**src/rtl/phase_diff_smoother_if.sv**
```systemverilog
// Signal bundle between the zero-crossing phase stage and the phase smoother.
// The master side drives phase samples; the slave side returns the smoothed phase and status.
interface phase_diff_smoother_if;
  logic signed [15:0] phase_in;
  logic               phase_in_valid;
  logic        [7:0]  confidence_in;
  logic signed [15:0] phase_avg;
  logic               phase_out_valid;
  logic               sample_rejected;
  logic               locked;
  logic               stale;

  modport master (
    output phase_in, phase_in_valid, confidence_in,
    input  phase_avg, phase_out_valid, sample_rejected, locked, stale
  );

  modport slave (
    input  phase_in, phase_in_valid, confidence_in,
    output phase_avg, phase_out_valid, sample_rejected, locked, stale
  );
endinterface

```
**src/rtl/phase_diff_smoother.sv**
```systemverilog
// Wrap-aware exponential smoother for 0.1-degree phase samples (-1800..+1800) with
// confidence/outlier rejection, lock tracking and a stale-data timeout.
module phase_diff_smoother #(
  parameter int AVG_LOG2       = 3,
  parameter int MIN_CONF       = 100,
  parameter int OUTLIER_TH     = 300,
  parameter int OUTLIER_MAX    = 3,
  parameter int LOCK_COUNT     = 4,
  parameter int TIMEOUT_CYCLES = 3_500_000
) (
  input  logic clk,
  input  logic rst,
  phase_diff_smoother_if.slave bus
);

  localparam logic [1:0] EMPTY  = 2'd0;
  localparam logic [1:0] TRACK  = 2'd1;
  localparam logic [1:0] LOCKED = 2'd2;

  localparam int LC_W = $clog2(LOCK_COUNT + 2);
  localparam int OC_W = $clog2(OUTLIER_MAX + 2);
  localparam int TO_W = $clog2(TIMEOUT_CYCLES + 1);

  localparam logic signed [15:0] PH_MAX   = 16'sd1800;
  localparam logic signed [15:0] PH_MIN   = -16'sd1800;
  localparam logic signed [16:0] HALF     = 17'sd1800;
  localparam logic signed [16:0] FULL     = 17'sd3600;
  localparam logic signed [16:0] OUT_TH   = 17'(OUTLIER_TH);
  localparam logic        [7:0]  CONF_MIN = 8'(MIN_CONF);
  localparam logic [LC_W-1:0]    LOCK_TGT = LC_W'(LOCK_COUNT);
  localparam logic [OC_W-1:0]    OUT_TGT  = OC_W'(OUTLIER_MAX);
  localparam logic [TO_W-1:0]    TO_MAX   = TO_W'(TIMEOUT_CYCLES);

  // ---------------- stage 1: rising-edge capture ----------------
  logic               valid_d_reg;
  logic               s1_valid_reg;
  logic signed [15:0] s1_phase_reg;
  logic               s1_ok_reg;
  logic               capture;
  logic               in_range;
  logic               conf_ok;

  assign capture  = bus.phase_in_valid & ~valid_d_reg;
  assign in_range = (bus.phase_in >= PH_MIN) && (bus.phase_in <= PH_MAX);
  assign conf_ok  = (bus.confidence_in >= CONF_MIN);

  always_ff @(posedge clk or posedge rst) begin
    if (rst) begin
      valid_d_reg  <= 1'b0;
      s1_valid_reg <= 1'b0;
      s1_phase_reg <= '0;
      s1_ok_reg    <= 1'b0;
    end else begin
      valid_d_reg  <= bus.phase_in_valid;
      s1_valid_reg <= capture;
      if (capture) begin
        s1_phase_reg <= bus.phase_in;
        s1_ok_reg    <= in_range && conf_ok;
      end
    end
  end

  // ---------------- stage 2: wrapped difference ----------------
  logic signed [15:0] phase_avg_reg;
  logic signed [16:0] raw_delta;
  logic signed [16:0] wrap_delta;
  logic               s2_valid_reg;
  logic               s2_ok_reg;
  logic signed [15:0] s2_phase_reg;
  logic signed [16:0] s2_delta_reg;

  // phase_avg is already settled here: samples are at least two clocks apart.
  assign raw_delta = $signed({s1_phase_reg[15], s1_phase_reg})
                   - $signed({phase_avg_reg[15], phase_avg_reg});

  always_comb begin
    wrap_delta = raw_delta;
    if (raw_delta > HALF) begin
      wrap_delta = raw_delta - FULL;
    end else if (raw_delta < -HALF) begin
      wrap_delta = raw_delta + FULL;
    end
  end

  always_ff @(posedge clk or posedge rst) begin
    if (rst) begin
      s2_valid_reg <= 1'b0;
      s2_ok_reg    <= 1'b0;
      s2_phase_reg <= '0;
      s2_delta_reg <= '0;
    end else begin
      s2_valid_reg <= s1_valid_reg;
      if (s1_valid_reg) begin
        s2_ok_reg    <= s1_ok_reg;
        s2_phase_reg <= s1_phase_reg;
        s2_delta_reg <= wrap_delta;
      end
    end
  end

  // ---------------- stage 3: state, EMA and timeout ----------------
  logic [1:0]       state_reg, state_next;
  logic [LC_W-1:0]  lock_cnt_reg, lock_cnt_next;
  logic [OC_W-1:0]  outlier_cnt_reg, outlier_cnt_next;
  logic [TO_W-1:0]  to_cnt_reg, to_cnt_next;
  logic signed [15:0] phase_avg_next;
  logic             out_valid_reg, out_valid_next;
  logic             rejected_reg, rejected_next;
  logic             locked_reg, locked_next;
  logic             stale_reg, stale_next;

  logic signed [16:0] abs_delta;
  logic               is_outlier;
  logic signed [16:0] ema_step;
  logic signed [16:0] ema_sum;
  logic signed [15:0] ema_avg;
  logic [TO_W-1:0]    to_inc;
  logic               timed_out;
  logic [LC_W-1:0]    lock_inc;
  logic [OC_W-1:0]    outlier_inc;

  assign abs_delta   = (s2_delta_reg < 0) ? -s2_delta_reg : s2_delta_reg;
  assign is_outlier  = (abs_delta > OUT_TH);
  assign ema_step    = s2_delta_reg >>> AVG_LOG2;
  assign ema_sum     = $signed({phase_avg_reg[15], phase_avg_reg}) + ema_step;
  assign to_inc      = (to_cnt_reg == TO_MAX) ? TO_MAX : to_cnt_reg + 1'b1;
  assign timed_out   = (state_reg != EMPTY) && (to_inc == TO_MAX);
  assign lock_inc    = lock_cnt_reg + 1'b1;
  assign outlier_inc = outlier_cnt_reg + 1'b1;

  // Only values strictly outside +-1800 are folded, so both endpoints survive.
  always_comb begin
    ema_avg = 16'(ema_sum);
    if (ema_sum > HALF) begin
      ema_avg = 16'(ema_sum - FULL);
    end else if (ema_sum < -HALF) begin
      ema_avg = 16'(ema_sum + FULL);
    end
  end

  always_comb begin
    state_next       = state_reg;
    lock_cnt_next    = lock_cnt_reg;
    outlier_cnt_next = outlier_cnt_reg;
    to_cnt_next      = to_cnt_reg;
    phase_avg_next   = phase_avg_reg;
    out_valid_next   = 1'b0;
    rejected_next    = 1'b0;
    locked_next      = locked_reg;
    stale_next       = stale_reg;

    if (state_reg != EMPTY) begin
      to_cnt_next = to_inc;
    end
    if (timed_out) begin
      state_next       = EMPTY;
      stale_next       = 1'b1;
      locked_next      = 1'b0;
      lock_cnt_next    = '0;
      outlier_cnt_next = '0;
      to_cnt_next      = '0;
    end

    // Accepted samples override a coincident timeout.
    if (s2_valid_reg) begin
      if (!s2_ok_reg) begin
        rejected_next = 1'b1;
      end else begin
        case (state_reg)
          TRACK: begin
            out_valid_next   = 1'b1;
            outlier_cnt_next = '0;
            state_next       = TRACK;
            locked_next      = 1'b0;
            if (is_outlier) begin
              phase_avg_next = s2_phase_reg;
              lock_cnt_next  = LC_W'(1);
            end else begin
              phase_avg_next = ema_avg;
              lock_cnt_next  = lock_inc;
              if (lock_inc >= LOCK_TGT) begin
                state_next  = LOCKED;
                locked_next = 1'b1;
              end
            end
          end
          LOCKED: begin
            if (!is_outlier) begin
              out_valid_next   = 1'b1;
              phase_avg_next   = ema_avg;
              outlier_cnt_next = '0;
              state_next       = LOCKED;
              locked_next      = 1'b1;
            end else if (outlier_inc >= OUT_TGT) begin
              out_valid_next   = 1'b1;
              phase_avg_next   = s2_phase_reg;
              outlier_cnt_next = '0;
              lock_cnt_next    = LC_W'(1);
              state_next       = TRACK;
              locked_next      = 1'b0;
            end else begin
              rejected_next = 1'b1;
              if (!timed_out) begin
                outlier_cnt_next = outlier_inc;
              end
            end
          end
          default: begin
            out_valid_next   = 1'b1;
            phase_avg_next   = s2_phase_reg;
            lock_cnt_next    = LC_W'(1);
            outlier_cnt_next = '0;
            if (LOCK_COUNT <= 1) begin
              state_next  = LOCKED;
              locked_next = 1'b1;
            end else begin
              state_next  = TRACK;
              locked_next = 1'b0;
            end
          end
        endcase
        if (out_valid_next) begin
          stale_next  = 1'b0;
          to_cnt_next = '0;
        end
      end
    end
  end

  always_ff @(posedge clk or posedge rst) begin
    if (rst) begin
      state_reg       <= EMPTY;
      lock_cnt_reg    <= '0;
      outlier_cnt_reg <= '0;
      to_cnt_reg      <= '0;
      phase_avg_reg   <= '0;
      out_valid_reg   <= 1'b0;
      rejected_reg    <= 1'b0;
      locked_reg      <= 1'b0;
      stale_reg       <= 1'b1;
    end else begin
      state_reg       <= state_next;
      lock_cnt_reg    <= lock_cnt_next;
      outlier_cnt_reg <= outlier_cnt_next;
      to_cnt_reg      <= to_cnt_next;
      phase_avg_reg   <= phase_avg_next;
      out_valid_reg   <= out_valid_next;
      rejected_reg    <= rejected_next;
      locked_reg      <= locked_next;
      stale_reg       <= stale_next;
    end
  end

  assign bus.phase_avg       = phase_avg_reg;
  assign bus.phase_out_valid = out_valid_reg;
  assign bus.sample_rejected = rejected_reg;
  assign bus.locked          = locked_reg;
  assign bus.stale           = stale_reg;

endmodule

```
**src/flat_wrapper.sv**
```systemverilog
// flat-port wrapper written by rule: the top's interface ports become plain ports
module phase_diff_smoother_flat 
#(
  parameter int AVG_LOG2       = 3,
  parameter int MIN_CONF       = 100,
  parameter int OUTLIER_TH     = 300,
  parameter int OUTLIER_MAX    = 3,
  parameter int LOCK_COUNT     = 4,
  parameter int TIMEOUT_CYCLES = 3_500_000
)
  (clk, rst, bus_phase_in, bus_phase_in_valid, bus_confidence_in, bus_phase_avg, bus_phase_out_valid, bus_sample_rejected, bus_locked, bus_stale);
  phase_diff_smoother_if bus_i ();
  input  logic clk;
  input  logic rst;
  input wire logic [$bits(bus_i.phase_in)-1:0] bus_phase_in;
  input wire logic [$bits(bus_i.phase_in_valid)-1:0] bus_phase_in_valid;
  input wire logic [$bits(bus_i.confidence_in)-1:0] bus_confidence_in;
  output wire logic [$bits(bus_i.phase_avg)-1:0] bus_phase_avg;
  output wire logic [$bits(bus_i.phase_out_valid)-1:0] bus_phase_out_valid;
  output wire logic [$bits(bus_i.sample_rejected)-1:0] bus_sample_rejected;
  output wire logic [$bits(bus_i.locked)-1:0] bus_locked;
  output wire logic [$bits(bus_i.stale)-1:0] bus_stale;
  assign bus_i.phase_in = bus_phase_in;
  assign bus_i.phase_in_valid = bus_phase_in_valid;
  assign bus_i.confidence_in = bus_confidence_in;
  assign bus_phase_avg = bus_i.phase_avg;
  assign bus_phase_out_valid = bus_i.phase_out_valid;
  assign bus_sample_rejected = bus_i.sample_rejected;
  assign bus_locked = bus_i.locked;
  assign bus_stale = bus_i.stale;
  phase_diff_smoother #(.AVG_LOG2(AVG_LOG2), .MIN_CONF(MIN_CONF), .OUTLIER_TH(OUTLIER_TH), .OUTLIER_MAX(OUTLIER_MAX), .LOCK_COUNT(LOCK_COUNT), .TIMEOUT_CYCLES(TIMEOUT_CYCLES)) u_core (.clk(clk), .rst(rst), .bus(bus_i));
endmodule
```
**config.mk**
```make
export PLATFORM = sky130hd
export DESIGN_NAME = phase_diff_smoother_flat
export DESIGN_NICKNAME = d
export VERILOG_FILES = /design/src/rtl/phase_diff_smoother_if.sv /design/src/rtl/phase_diff_smoother.sv /design/src/flat_wrapper.sv
export SDC_FILE = /design/constraint.sdc
export NUM_CORES = 1
export LEC_CHECK = 0
export CORE_MARGIN = 8
export CORE_UTILIZATION = 30
export CTS_CLUSTER_SIZE = 28
export DETAILED_ROUTE_END_ITERATION = 10
export GPL_TIMING_DRIVEN = 0
export SYNTH_ARGS = -nofsm -noshare
export SYNTH_HDL_FRONTEND = slang
export SYNTH_SLANG_ARGS = --single-unit
```
**constraint.sdc**
```tcl
create_clock -name clk -period 4.4 [get_ports clk]
set_input_delay 0.44 -clock clk [delete_from_list [all_inputs] [get_ports clk]]
set_output_delay 0.44 -clock clk [all_outputs]
set_load 0.05 [all_outputs]
```
==> reports/metrics.cfg <==
[synth]
yosys.area.top_type_share_pct=29.7
synthTopCellsByArea=dfrtp_1 30%, ha_1 6.6%, mux2_2 5.7%
syn_area_mm2=0.00867
syn_nets=1060
ys_seq_area_share_pct=30.0
synth_seq_cells=104
async_reset_ff_share_pct=100
avgSynthCellArea_um2=8.81
ys.flop_type=dfrtp_1
yosys_warnings=0
synth.distinct_cells=98
synthCells=985
synth_edf_count=0
synth.largest_area_cell=dfrtp_1

[setup_path]
path_cells=ha_1 > fa_1 > a211o_1 > a2111oi_1 > a211oi_4 > nor4_1 > nor3_1 > or4_1 > o21ai_0 > mux2i_1 > o211ai_1
startpoint_type=flip-flop
end_kind=flip-flop
cp.buffers_inverters=0
critPathMaxStageDelay_ns=0.72
path_delay_family=compound AO/OA/AOI/OAI gates
critPathKind=reg2reg
cp-startpoint=u_core.s2_delta_reg[3]$_DFFE_PP0P_
worstReg2RegStart=u_core.s2_delta_reg[3]$_DFFE_PP0P_
crit_arrival_ns=4.47
cp_data_required_time_ns=4.63
critical_path.max_fanout=9
cp_slowest_cell=a2111oi_1

[clock_tree]
clockRootBuffer=clkbuf_16
ctsHoldBuffers=0
worstSkewPairLatency_ns=0.36
cts_tree=done
cts.repair.resized=0
numCtsBuffers=9
cts.sinks=104
cts.path.max_buffers=2
htreeDepth=3
clk_pin_slew_ns=0.08
post_cts_buffers=0

[timing]
rsz0062_at_grt=yes
slew_headroom_pct=13.6
fin_ws_ns=0.162
max_freq_ghz=0.236
drv_slew=0
setup_viol=0
tns_ns=0
min_period_over_period_pct=96.3
min_period_ns=4.24
tightest_slew_ns=1.28
fin_skew_ns=0.0143
hold_viol=0

[routing]
drt_iter0_drc=574
via_per_inst=5.50
num_vias=7870
drtPass1Iterations=5
ant_nets=0
wire_per_inst_um=17.3
drc_errors=0
finalWirelength_mm=24.8

[finish]
largest_reg_flops=22
final_nets=1116
final_cell_mix=107 x nor2_1, 103 x dfrtp_1, 50 x inv_1
layout.cells.most_common=nor2_1
design_area_mm2=0.00999
utilization_pct=34.9
area_growth_pct=15.2
drive_above_1_share_pct=11.6
n_fill_cell=2988
antenna_cells=0

[hold_path]
hp-class=reg2reg
hp-start=u_core.s1_valid_reg$_DFF_PP0_

[global_route]
overflow=0
use_met1_pct=20.2
grt_max_degree=69
grt.total_usage_pct=14.5
met3_usage_pct=2.46
antenna_found_initial=0
grt_pass1_vias=7537
grtUsageMet2_pct=22.6
grt_pass1_wl_mm=40.3
busiest_layer=met2

[outcome]
status=finished clean

[placement]
portBuffers=44
post-place-ws_ns=0.0378
hpwl_mm=19.1
gp_congestion=0.893
placed_area_mm2=0.00963

[die]
fp.dieArea_mm2=0.0346
die_w_um=186
fp-row-count=62
core_area_mm2=0.0286
initial_utilization_pct=30.3
pin_count=47
dieHeight_um=186

[run]
cap_viol_max_count=0

[path summary, 6_finish.rpt]
kind	to	slack, ns	cells past startpoint
max	u_core.bus.phase_avg[15]$_DFFE_PP0P_	0.16	11
min	u_core.s2_valid_reg$_DFF_PP0_	0.44	0
max reg2reg	u_core.bus.phase_avg[15]$_DFFE_PP0P_	0.16	11
min reg2reg	u_core.s2_valid_reg$_DFF_PP0_	0.44	0
max in group asynchronous	u_core.bus.phase_avg[7]$_DFFE_PP0P_	3.22	3
min in group asynchronous	u_core.to_cnt_reg[5]$_DFF_PP0_	0.47	2
[synth_stat cells (6+ instances only)]
library cell / number
or3_1: 8
a2111oi_0: 8
mux2_2: 44
a31oi_1: 13
ha_1: 46
nor3_1: 25
xor2_1: 19
nor2b_1: 15
mux2i_1: 13
dfrtp_1: 103
xnor2_1: 40
a211oi_1: 18
nor4_1: 18
and3_1: 19
nand2b_1: 15
nor3b_1: 9
o21a_1: 9
and2_1: 11
nand3_1: 32
a21oi_2: 7
o22ai_1: 7
o31ai_1: 7
nand2_1: 49
nor2_1: 107
clkbuf_1: 22
inv_1: 51
a21o_1: 13
a21oi_1: 37
a211o_1: 6
nand3b_1: 8
nand4_1: 14
o211ai_1: 11
o21ai_0: 39
a22oi_1: 6
buf_6: 6
[logic make-up (layout without fill, tap and decap cells)]
logic type	Yosys count	after routing	synth area share (%)
AND/OR/NAND/NOR	370	370	22.8
flip-flops	104	104	30.0
adder cells (fa/ha/maj)	48	48	7.10
multiplexers	57	57	7.21
buffers and inverters	88	149	4.63
XOR/XNOR	59	59	5.96
AO/OA/AOI/OAI	259	259	22.2
[layer usage]
metal,wire [um],part of all wire (%)
met2,11100,45
met1,12100,49
met3,1130,4.6
met5,0,0
met4,466,1.9
[through the flow]
step	instances	hold slack, ns
after floorplan	985	0.389
after global placement	1413	0.407
after detailed placement	1414	0.421
after CTS	1430	0.436
after global routing	1430	0.457
final	1430	0.440
[worst reg2reg max path: stages, from the launching register on]
cell	delay [ns]
dfrtp_1	0.49
ha_1	0.28
fa_1	0.45
a211o_1	0.39
a2111oi_1	0.72
a211oi_4	0.15
nor4_1	0.58
nor3_1	0.13
or4_1	0.41
o21ai_0	0.15
mux2i_1	0.25
o211ai_1	0.12
[layout make-up]
type                            count  area, um2  share of cell area [%]
Multi-Input combinational cell    793       5730                    57.4
Sequential cell                   104       2600                    26.1
Tap cell                          384        480                    4.81
Timing Repair Buffer               45        468                    4.68
Clock buffer                        9        225                    2.25
Buffer                             37        210                    2.10
Inverter                           51        194                    1.94
Clock inverter                      7       78.8                   0.789
Power is not shown: default switching activity piles up to over one toggle a cycle in this logic, so the estimate is an artifact.
